### src/rtl/isdu_pkg.sv
// Shared state encoding, opcode values and datapath mux-select codes for the
// SLC-3 instruction sequence/decode unit.
package isdu_pkg;

  typedef enum logic [4:0] {
    S_HALTED, S_FETCH1, S_FETCH2, S_FETCH3, S_DECODE,
    S_ADD, S_AND, S_NOT, S_BR, S_BR_TAKE, S_JMP, S_JSR, S_JSR2,
    S_LDR1, S_LDR2, S_LDR3, S_STR1, S_STR2, S_STR3,
    S_PAUSE1, S_PAUSE2
  } state_t;

  localparam logic [3:0] OP_BR    = 4'b0000;
  localparam logic [3:0] OP_ADD   = 4'b0001;
  localparam logic [3:0] OP_JSR   = 4'b0100;
  localparam logic [3:0] OP_AND   = 4'b0101;
  localparam logic [3:0] OP_LDR   = 4'b0110;
  localparam logic [3:0] OP_STR   = 4'b0111;
  localparam logic [3:0] OP_NOT   = 4'b1001;
  localparam logic [3:0] OP_JMP   = 4'b1100;
  localparam logic [3:0] OP_PAUSE = 4'b1101;

  localparam logic [1:0] PCMUX_BUS  = 2'd0;
  localparam logic [1:0] PCMUX_ADDR = 2'd1;
  localparam logic [1:0] PCMUX_INC  = 2'd2;

  localparam logic [1:0] ADDR2MUX_OFF11 = 2'd0;
  localparam logic [1:0] ADDR2MUX_OFF9  = 2'd1;
  localparam logic [1:0] ADDR2MUX_OFF6  = 2'd2;
  localparam logic [1:0] ADDR2MUX_ZERO  = 2'd3;

  localparam logic [1:0] ALUK_ADD   = 2'd0;
  localparam logic [1:0] ALUK_AND   = 2'd1;
  localparam logic [1:0] ALUK_NOT   = 2'd2;
  localparam logic [1:0] ALUK_PASSA = 2'd3;

endpackage

### src/rtl/isdu_wait_counter.sv
// Memory wait-state counter: reloads while the FSM is outside a wait state and
// counts down inside one; done marks the final cycle of the wait.
module isdu_wait_counter #(
  parameter int MEM_WAIT = 2
) (
  input  logic Clk,
  input  logic Reset,
  input  logic load,
  input  logic en,
  output logic done
);

  logic [3:0] count_reg, count_next;

  always_comb begin
    count_next = count_reg;
    if (load)
      count_next = 4'(MEM_WAIT - 1);
    else if (en && (count_reg != 4'd0))
      count_next = count_reg - 4'd1;
  end

  always_ff @(posedge Clk or negedge Reset) begin
    if (!Reset)
      count_reg <= 4'd0;
    else
      count_reg <= count_next;
  end

  assign done = (count_reg == 4'd0);

endmodule

### src/rtl/isdu_control.sv
// SLC-3 instruction sequence/decode Moore FSM driving all datapath controls.
// Build option: define ISDU_PAUSE_LED_EN to pulse LD_LED on entry to PAUSE1.
module isdu_control
  import isdu_pkg::*;
#(
  parameter int MEM_WAIT = 2
) (
  input  logic       Clk,
  input  logic       Reset,
  input  logic       Run,
  input  logic       Continue,
  input  logic [3:0] Opcode,
  input  logic       IR_5,
  input  logic       IR_11,
  input  logic       BEN,
  output logic       LD_MAR,
  output logic       LD_MDR,
  output logic       LD_IR,
  output logic       LD_BEN,
  output logic       LD_CC,
  output logic       LD_REG,
  output logic       LD_PC,
  output logic       LD_LED,
  output logic       GatePC,
  output logic       GateMDR,
  output logic       GateALU,
  output logic       GateMARMUX,
  output logic [1:0] PCMUX,
  output logic [1:0] ADDR2MUX,
  output logic       ADDR1MUX,
  output logic [1:0] ALUK,
  output logic       DRMUX,
  output logic       SR1MUX,
  output logic       SR2MUX,
  output logic       MIO_EN,
  output logic       Mem_CE,
  output logic       Mem_OE,
  output logic       Mem_WE
);

  state_t state_reg, state_next;
  logic   in_wait;
  logic   wait_done;

  assign in_wait = (state_reg == S_FETCH2) || (state_reg == S_LDR2) ||
                   (state_reg == S_STR3);

  isdu_wait_counter #(.MEM_WAIT(MEM_WAIT)) u_wait (
    .Clk   (Clk),
    .Reset (Reset),
    .load  (!in_wait),
    .en    (in_wait),
    .done  (wait_done)
  );

  always_ff @(posedge Clk or negedge Reset) begin
    if (!Reset)
      state_reg <= S_HALTED;
    else
      state_reg <= state_next;
  end

  always_comb begin
    state_next = state_reg;
    unique case (state_reg)
      S_HALTED:  if (Run) state_next = S_FETCH1;
      S_FETCH1:  state_next = S_FETCH2;
      S_FETCH2:  if (wait_done) state_next = S_FETCH3;
      S_FETCH3:  state_next = S_DECODE;
      S_DECODE: begin
        unique case (Opcode)
          OP_ADD:   state_next = S_ADD;
          OP_AND:   state_next = S_AND;
          OP_NOT:   state_next = S_NOT;
          OP_BR:    state_next = S_BR;
          OP_JMP:   state_next = S_JMP;
          OP_JSR:   state_next = S_JSR;
          OP_LDR:   state_next = S_LDR1;
          OP_STR:   state_next = S_STR1;
          OP_PAUSE: state_next = S_PAUSE1;
          default:  state_next = S_FETCH1;
        endcase
      end
      S_BR:      state_next = BEN ? S_BR_TAKE : S_FETCH1;
      S_JSR:     state_next = S_JSR2;
      S_LDR1:    state_next = S_LDR2;
      S_LDR2:    if (wait_done) state_next = S_LDR3;
      S_STR1:    state_next = S_STR2;
      S_STR2:    state_next = S_STR3;
      S_STR3:    if (wait_done) state_next = S_FETCH1;
      S_PAUSE1:  if (Continue) state_next = S_PAUSE2;
      S_PAUSE2:  if (!Continue) state_next = S_FETCH1;
      default:   state_next = S_FETCH1;
    endcase
  end

  always_comb begin
    LD_MAR = 1'b0; LD_MDR = 1'b0; LD_IR = 1'b0; LD_BEN = 1'b0;
    LD_CC = 1'b0; LD_REG = 1'b0; LD_PC = 1'b0;
    GatePC = 1'b0; GateMDR = 1'b0; GateALU = 1'b0; GateMARMUX = 1'b0;
    PCMUX = PCMUX_BUS; ADDR2MUX = ADDR2MUX_OFF11; ADDR1MUX = 1'b0;
    ALUK = ALUK_ADD; DRMUX = 1'b0; SR1MUX = 1'b0; SR2MUX = 1'b0;
    MIO_EN = 1'b0; Mem_CE = 1'b1; Mem_OE = 1'b1; Mem_WE = 1'b1;
    unique case (state_reg)
      S_FETCH1: begin
        GatePC = 1'b1; LD_MAR = 1'b1; PCMUX = PCMUX_INC; LD_PC = 1'b1;
      end
      S_FETCH2, S_LDR2: begin
        Mem_CE = 1'b0; Mem_OE = 1'b0; MIO_EN = 1'b1; LD_MDR = wait_done;
      end
      S_FETCH3: begin GateMDR = 1'b1; LD_IR = 1'b1; end
      S_DECODE: LD_BEN = 1'b1;
      S_ADD, S_AND: begin
        SR1MUX = 1'b1; SR2MUX = ~IR_5;
        ALUK = (state_reg == S_AND) ? ALUK_AND : ALUK_ADD;
        GateALU = 1'b1; LD_REG = 1'b1; LD_CC = 1'b1;
      end
      S_NOT: begin
        SR1MUX = 1'b1; ALUK = ALUK_NOT; GateALU = 1'b1; LD_REG = 1'b1; LD_CC = 1'b1;
      end
      S_BR_TAKE: begin
        ADDR1MUX = 1'b1; ADDR2MUX = ADDR2MUX_OFF9; PCMUX = PCMUX_ADDR; LD_PC = 1'b1;
      end
      S_JMP: begin
        SR1MUX = 1'b1; ADDR2MUX = ADDR2MUX_ZERO; PCMUX = PCMUX_ADDR; LD_PC = 1'b1;
      end
      S_JSR: begin GatePC = 1'b1; DRMUX = 1'b1; LD_REG = 1'b1; end
      S_JSR2: begin
        PCMUX = PCMUX_ADDR; LD_PC = 1'b1;
        // JSR: PC-relative offset11; JSRR: base register with zero offset.
        if (IR_11) begin
          ADDR1MUX = 1'b1; ADDR2MUX = ADDR2MUX_OFF11;
        end else begin
          SR1MUX = 1'b1; ADDR2MUX = ADDR2MUX_ZERO;
        end
      end
      S_LDR1, S_STR1: begin
        SR1MUX = 1'b1; ADDR2MUX = ADDR2MUX_OFF6; GateMARMUX = 1'b1; LD_MAR = 1'b1;
      end
      S_LDR3: begin GateMDR = 1'b1; LD_REG = 1'b1; LD_CC = 1'b1; end
      S_STR2: begin
        ALUK = ALUK_PASSA; GateALU = 1'b1; LD_MDR = 1'b1;
      end
      S_STR3: begin Mem_CE = 1'b0; Mem_WE = 1'b0; end
      default: ;
    endcase
  end

`ifdef ISDU_PAUSE_LED_EN
  logic led_pend_reg;

  always_ff @(posedge Clk or negedge Reset) begin
    if (!Reset)
      led_pend_reg <= 1'b0;
    else
      led_pend_reg <= (state_next == S_PAUSE1) && (state_reg != S_PAUSE1);
  end

  assign LD_LED = (state_reg == S_PAUSE1) && led_pend_reg;
`else
  assign LD_LED = 1'b0;
`endif

endmodule
### config.mk
export PLATFORM = sky130hd
export DESIGN_NAME = isdu_control
export DESIGN_NICKNAME = d
export VERILOG_FILES = /design/src/rtl/isdu_pkg.sv /design/src/rtl/isdu_wait_counter.sv /design/src/rtl/isdu_control.sv
export SDC_FILE = /design/constraint.sdc
export NUM_CORES = 1
export LEC_CHECK = 0
export BUFFER_PORTS_ARGS = -buffer_cell sky130_fd_sc_hd__buf_2
export CELL_PAD_IN_SITES_DETAIL_PLACEMENT = 0
export CELL_PAD_IN_SITES_GLOBAL_PLACEMENT = 1
export CORE_UTILIZATION = 39
export CTS_CLUSTER_SIZE = 10
export DETAILED_ROUTE_END_ITERATION = 10
export GPL_TIMING_DRIVEN = 0
export PLACE_DENSITY = 0.95
export SLEW_MARGIN = 20
export SYNTH_ARGS = -nofsm -noshare
export SYNTH_HDL_FRONTEND = slang
export SYNTH_HIERARCHICAL = 1
export SYNTH_SLANG_ARGS = --single-unit
### constraint.sdc
create_clock -name Clk -period 3.35 [get_ports Clk]
set_input_delay 0.1675 -clock Clk [delete_from_list [all_inputs] [get_ports Clk]]
set_output_delay 0.1675 -clock Clk [all_outputs]
set_load 0.1 [all_outputs]
# Word-level counts from Yosys, hierarchy flattened
# Memories as Yosys holds them, arrays and structs flattened.
# Cells that the tools add are included.
totals:
  reg_bits: 9
  rom_bits: 80
  inputBits: 11
  out_inout_bits: 26
  wordCells: 88
  memories: 1
mem_list:
  columns: ["memory", "words", "width", "rd", "rd_clocked_by_memory_dff", "write_ports", "line", "source"]
  rows:
  - ["(no name shown)", 16, 5, 1, 0, 0, "isdu_control.sv:71", "unique case (Opcode)"]
classes:
  addsub: 1
  eq_ne: 27
  muxes: 36
  n_bitwise: 1
  n_reduce_logical: 20
ops:
  columns: ["cell", "count"]
  rows:
  - ["case mux 5 bit (14 select lines)", 1]
  - ["== test 5 x 4 -> 1 bit, second input constant", 8]
  - ["two-way mux 5 bit", 6]
  - ["== test 5 bit, second input constant", 5]
  - ["== test 5 x 3 -> 1 bit, second input constant", 4]
  - ["two-way mux 1 bit", 19]
  - ["inequality test 2 bit, second input constant", 7]
  - ["two-way mux 4 bit", 3]
  - ["OR reduction 4 bit", 3]
  - ["== test 5 x 2 -> 1 bit, second input constant", 2]
  - ["OR reduction 2 bit", 5]
  - ["OR reduction 3 bit", 3]
  - ["case mux 2 bit (4 select lines)", 1]
  - ["case mux 1 bit (2 select lines)", 3]
  - ["case mux 2 bit (3 select lines)", 1]
  - ["AND reduction 6 bit", 1]
  - ["OR reduction 6 bit", 1]
  - ["== test 5 x 1 -> 1 bit, second input constant", 1]
  - ["zero test 5 bit", 1]
  - ["OR reduction 5 bit", 1]
  - ["zero test 4 bit", 1]
  - ["case mux 2 bit (2 select lines)", 1]
  - ["nonzero test 4 bit", 1]
  - ["subtractor 4 x 1 -> 4 bit, second input constant", 1]
  - ["other kinds (4)", 5]

# Logic depth before layout (Yosys ltp)
logic_depth:
  word_depth: 6
  depth_mapped: 7

# By module
# Netlist, hierarchy kept.
modules_own_cells:
  columns: ["mod", "n_inst", "cells_per_inst", "area_per_inst_um2"]
  rows:
  - ["isdu_control", 1, 149, 1012.2]
  - ["isdu_wait_counter", 1, 24, 246.5]

# Least setup slack after synthesis
# Ideal clock, no wire load.
synth_path:
  path_type: "register to output"
  start: "register state_reg[2]"
  end: "output port Mem_OE"
  arrival_time_ps: 5435
  required_time_ps: 3182
  path_slack_ps: -2253
  path_stages_with_launch: 6
  path_cell_list: "dfrtp_1 > buf_6 > clkbuf_1 > xor2_1 > nor4_1 > inv_1"
synth_via:
  elab_chain_len: 3
  elab_cells_between_ends: 4
synth_lines:
  columns: ["element", "line", "source"]
  rows:
  - ["start, declared", "isdu_control.sv:41", "state_t state_reg, state_next;"]
  - ["start signal, assigned", "isdu_control.sv:60", "state_reg <= state_next;"]
  - ["== test 5 x 2 -> 1 bit or == test 5 x 4 -> 1 bit (tied branches)", "isdu_control.sv:104", "unique case (state_reg)"]
  - ["OR reduction 2 bit *", "isdu_control.sv:104", null]
  - ["two-way mux 1 bit *", "isdu_control.sv:104", null]
  - ["end, declared", "isdu_control.sv:37", "output logic Mem_OE,"]
# Every way passes the cells marked *; elsewhere a longest branch is shown, timed or not.

# Worst setup path after layout
layout_path:
  start: "register state_reg[3]"
  end: "output port LD_REG"
layout_via:
  elab_chain_len: 3
  elab_cells_between_ends: 7
layout_lines:
  columns: ["element", "line", "source"]
  rows:
  - ["== test 5 x 3 -> 1 bit or == test 5 x 4 -> 1 bit (tied branches)", "isdu_control.sv:104", null]
  - ["OR reduction 5 bit (no source line) *", null, null]
  - ["two-way mux 1 bit *", "isdu_control.sv:104", null]
  - ["end, declared", "isdu_control.sv:21", "output logic LD_REG,"]
# Marks and branches as above.

==> results.md <==
- Main synth FF type: dfrtp_1
- Maximum clock frequency: ~400 MHz
- Share of cells above drive strength 1: 0.2925
- Largest net degree at the start of global routing: 11
- Width of the die: slightly below 60 um
- Least-Margin Pin Slew: about 540 ps
- Worst Hold Class: in -> async
- Clock sink count: 9
- GPL Wtd Cong: approximately 0.88
- Worst slew margin: 0.6413
- CP endpoint kind: output port
- #FFs+latches synth: 9
- Vias in the first global route: ~1200
- Clk slew on worst S/H paths: around 60 ps
- DRC: 0
- Final hold vios: 0
- CP startpoint: state_reg[3]
- Placement Cell Area: 0.001515 mm^2
- Congestion Overflow GR: 0
- Global-route wire length before repair: around 5.7 mm
- Outcome: completed
- Final ANT Viol Nets: 0
- Initial Utilization: 0.4123
- DIE AREA: between 0.003 and 0.004 mm^2
- Diode count: 0
- CP Launch Type: flip-flop
- Non-Filler Instances: 256
- RSZ-0062 raised after global routing: false
- # Max-Cap Violations: 0
- Type of the worst setup path: reg -> out
- CTS max path bufs: 2
- Tot GR Track Use: 0.2129
- Routed vias: 1411
- Num CTS Buffers: 3
- Slew Viols, Final: 0
- DP Cell Count: between 200 and 300
- Final #Nets: 229
- Ys async rst share: 1.000
- Final WL: 3.500 mm
- Synth Cell Area: between 0.001 and 0.0015 mm^2
- Sum Neg Setup Slack: 0 ps
- CORE AREA: ~0.0031 mm^2
- Vias per inst: roughly 5.5
- Io pins: 37
- Post-synth EDFFs: 0
- Avg WL per Cell: approximately 14 um
- Critical Path AT: 2380 ps
- Max reg flops: 5
- Crit share post-route: 0.7599
- Design area: 0.001551 mm^2
- Worst r2r src: u_wait/count_reg[0]
- Syn_area_per_cell: a little over 7 um^2
- Max FO, Critical Path: 10
- Post_cts resized: 0
- Post-Syn Instances: between 150 and 200
- Core Rows: 20
- CTS tree: yes
- DP HPWL: between 2 and 3 mm
- Clk_skew: 6.924 ps
- Worst EP required: about 3200 ps
- Final Critical Period: about 2500 ps
- Cell variety after synth: 53
- Register area share after synthesis: 0.1789
- First-pass DRT Iterations: 4
- H-tree levels: 1
- Area growth, synth to finish: 23.26%
- CTS root buffer: clkbuf_4
- Clk_lat worst skew: about 260 ps
- Finish-stage setup viols: 0
- DR iter-0 viols: 36
- Hold slack: about 280 ps
- Initial antenna violation count: 0
- IO buf count: 34
- Syn Nets: about 190
- Synthesis warning total: 6
- Die height: a little under 60 um
[path summary, 6_finish.rpt]
check / end / depth (start not counted) / slack [ps]
hold / removal: state_reg[1] / 2 / 280
min in group Clk: state_reg[3] / 3 / 390
hold reg to reg: u_wait/count_reg[2] / 2 / 580
setup / recovery: LD_REG / 6 / 800
max in group asynchronous: state_reg[0] / 2 / 2890
setup reg to reg: state_reg[4] / 7 / 1310
[metal layers]
layer / GRT usage / wire length (um) / up-vias
li1: - / - / 693
met1: 0.3181 / 1644 / 670
met2: 0.3344 / 1658 / 48
met3: 0.02418 / 197 / 0
met4: 0.03061 / 0 / 0
met5: 0 / 0 / -
[cells by family after synthesis]
family	Yosys count	synth area share
compound gates	43	0.2237
xor+xnor	3	0.02088
fa+ha+maj	5	0.04970
buf+inv	23	0.08548
flops	9	0.1789
mux	5	0.04374
other cells	1	0.002979
simple gates	84	0.3946
[layout by cell type (no fill, tap or decap), drive strengths merged, types with 5 or more instances in the layout]
cell,count
o21ai,12
nand2,13
nor2,17
nor2b,13
dfrtp,9
nor3,6
a21oi,9
nand2b,6
inv,9
clkbuf,9
ha,5
buf,43
[worst max-delay path, cell delays in order (launching register included)]
cell and delay [ps]:
dfrtp_1 410, buf_2 250, buf_1 450, nand2b_1 300
nor2_1 180, or2_2 120, buf_2 410
[repair_timing]
| item | 4_1_cts | 5_1_grt |
|---|---|---|
| hold endpoints to repair | 9 | 0 |
| buffers inserted | 0 | 0 |
| hold buffers | 1 | 0 |
[area by class of cell]
cell class | count | area (um^2)
Fill cell | 327 | 1501
Multi-Input combinational cell | 141 | 957.2
Sequential cell | 9 | 225.2
Timing Repair Buffer | 35 | 180.2
Buffer | 14 | 73.82
Tap cell | 44 | 55.05
Inverter | 9 | 33.78
Clock buffer | 4 | 26.28
[cell usage after synthesis (2+ instances only)]
cell type | count | area (um^2)
a21o_1 | 3 | 22.52
a21oi_1 | 9 | 45.04
a22o_1 | 4 | 35.03
a31oi_1 | 4 | 25.02
and3b_1 | 2 | 17.52
buf_2 | 5 | 25.02
buf_4 | 2 | 15.01
clkbuf_1 | 5 | 18.77
dfrtp_1 | 9 | 225.2
ha_1 | 5 | 62.56
inv_1 | 9 | 33.78
mux2_2 | 4 | 45.04
nand2_1 | 13 | 48.80
nand2b_1 | 6 | 37.54
nand3_1 | 2 | 10.01
nand3b_1 | 3 | 22.52
nand4_1 | 2 | 12.51
nor2_1 | 17 | 63.81
nor2b_1 | 13 | 81.33
nor3_1 | 6 | 30.03
nor3b_1 | 3 | 22.52
nor4_1 | 2 | 12.51
nor4b_1 | 2 | 17.52
o21ai_0 | 12 | 60.06
or2_2 | 2 | 12.51
xor2_1 | 2 | 17.52
[metrics by stage]
step                      utilization  setup slack, ps
after detailed placement       0.4963             1147
after global placement         0.4963             1150
final                          0.5082            804.4
after CTS                      0.5082            862.4
after global routing           0.5082            643.5
after floorplan                     -           -11.91
Power is left out: the tool's default activity adds up to more than one toggle a clock period on the data nets, which glitch-free logic cannot reach.
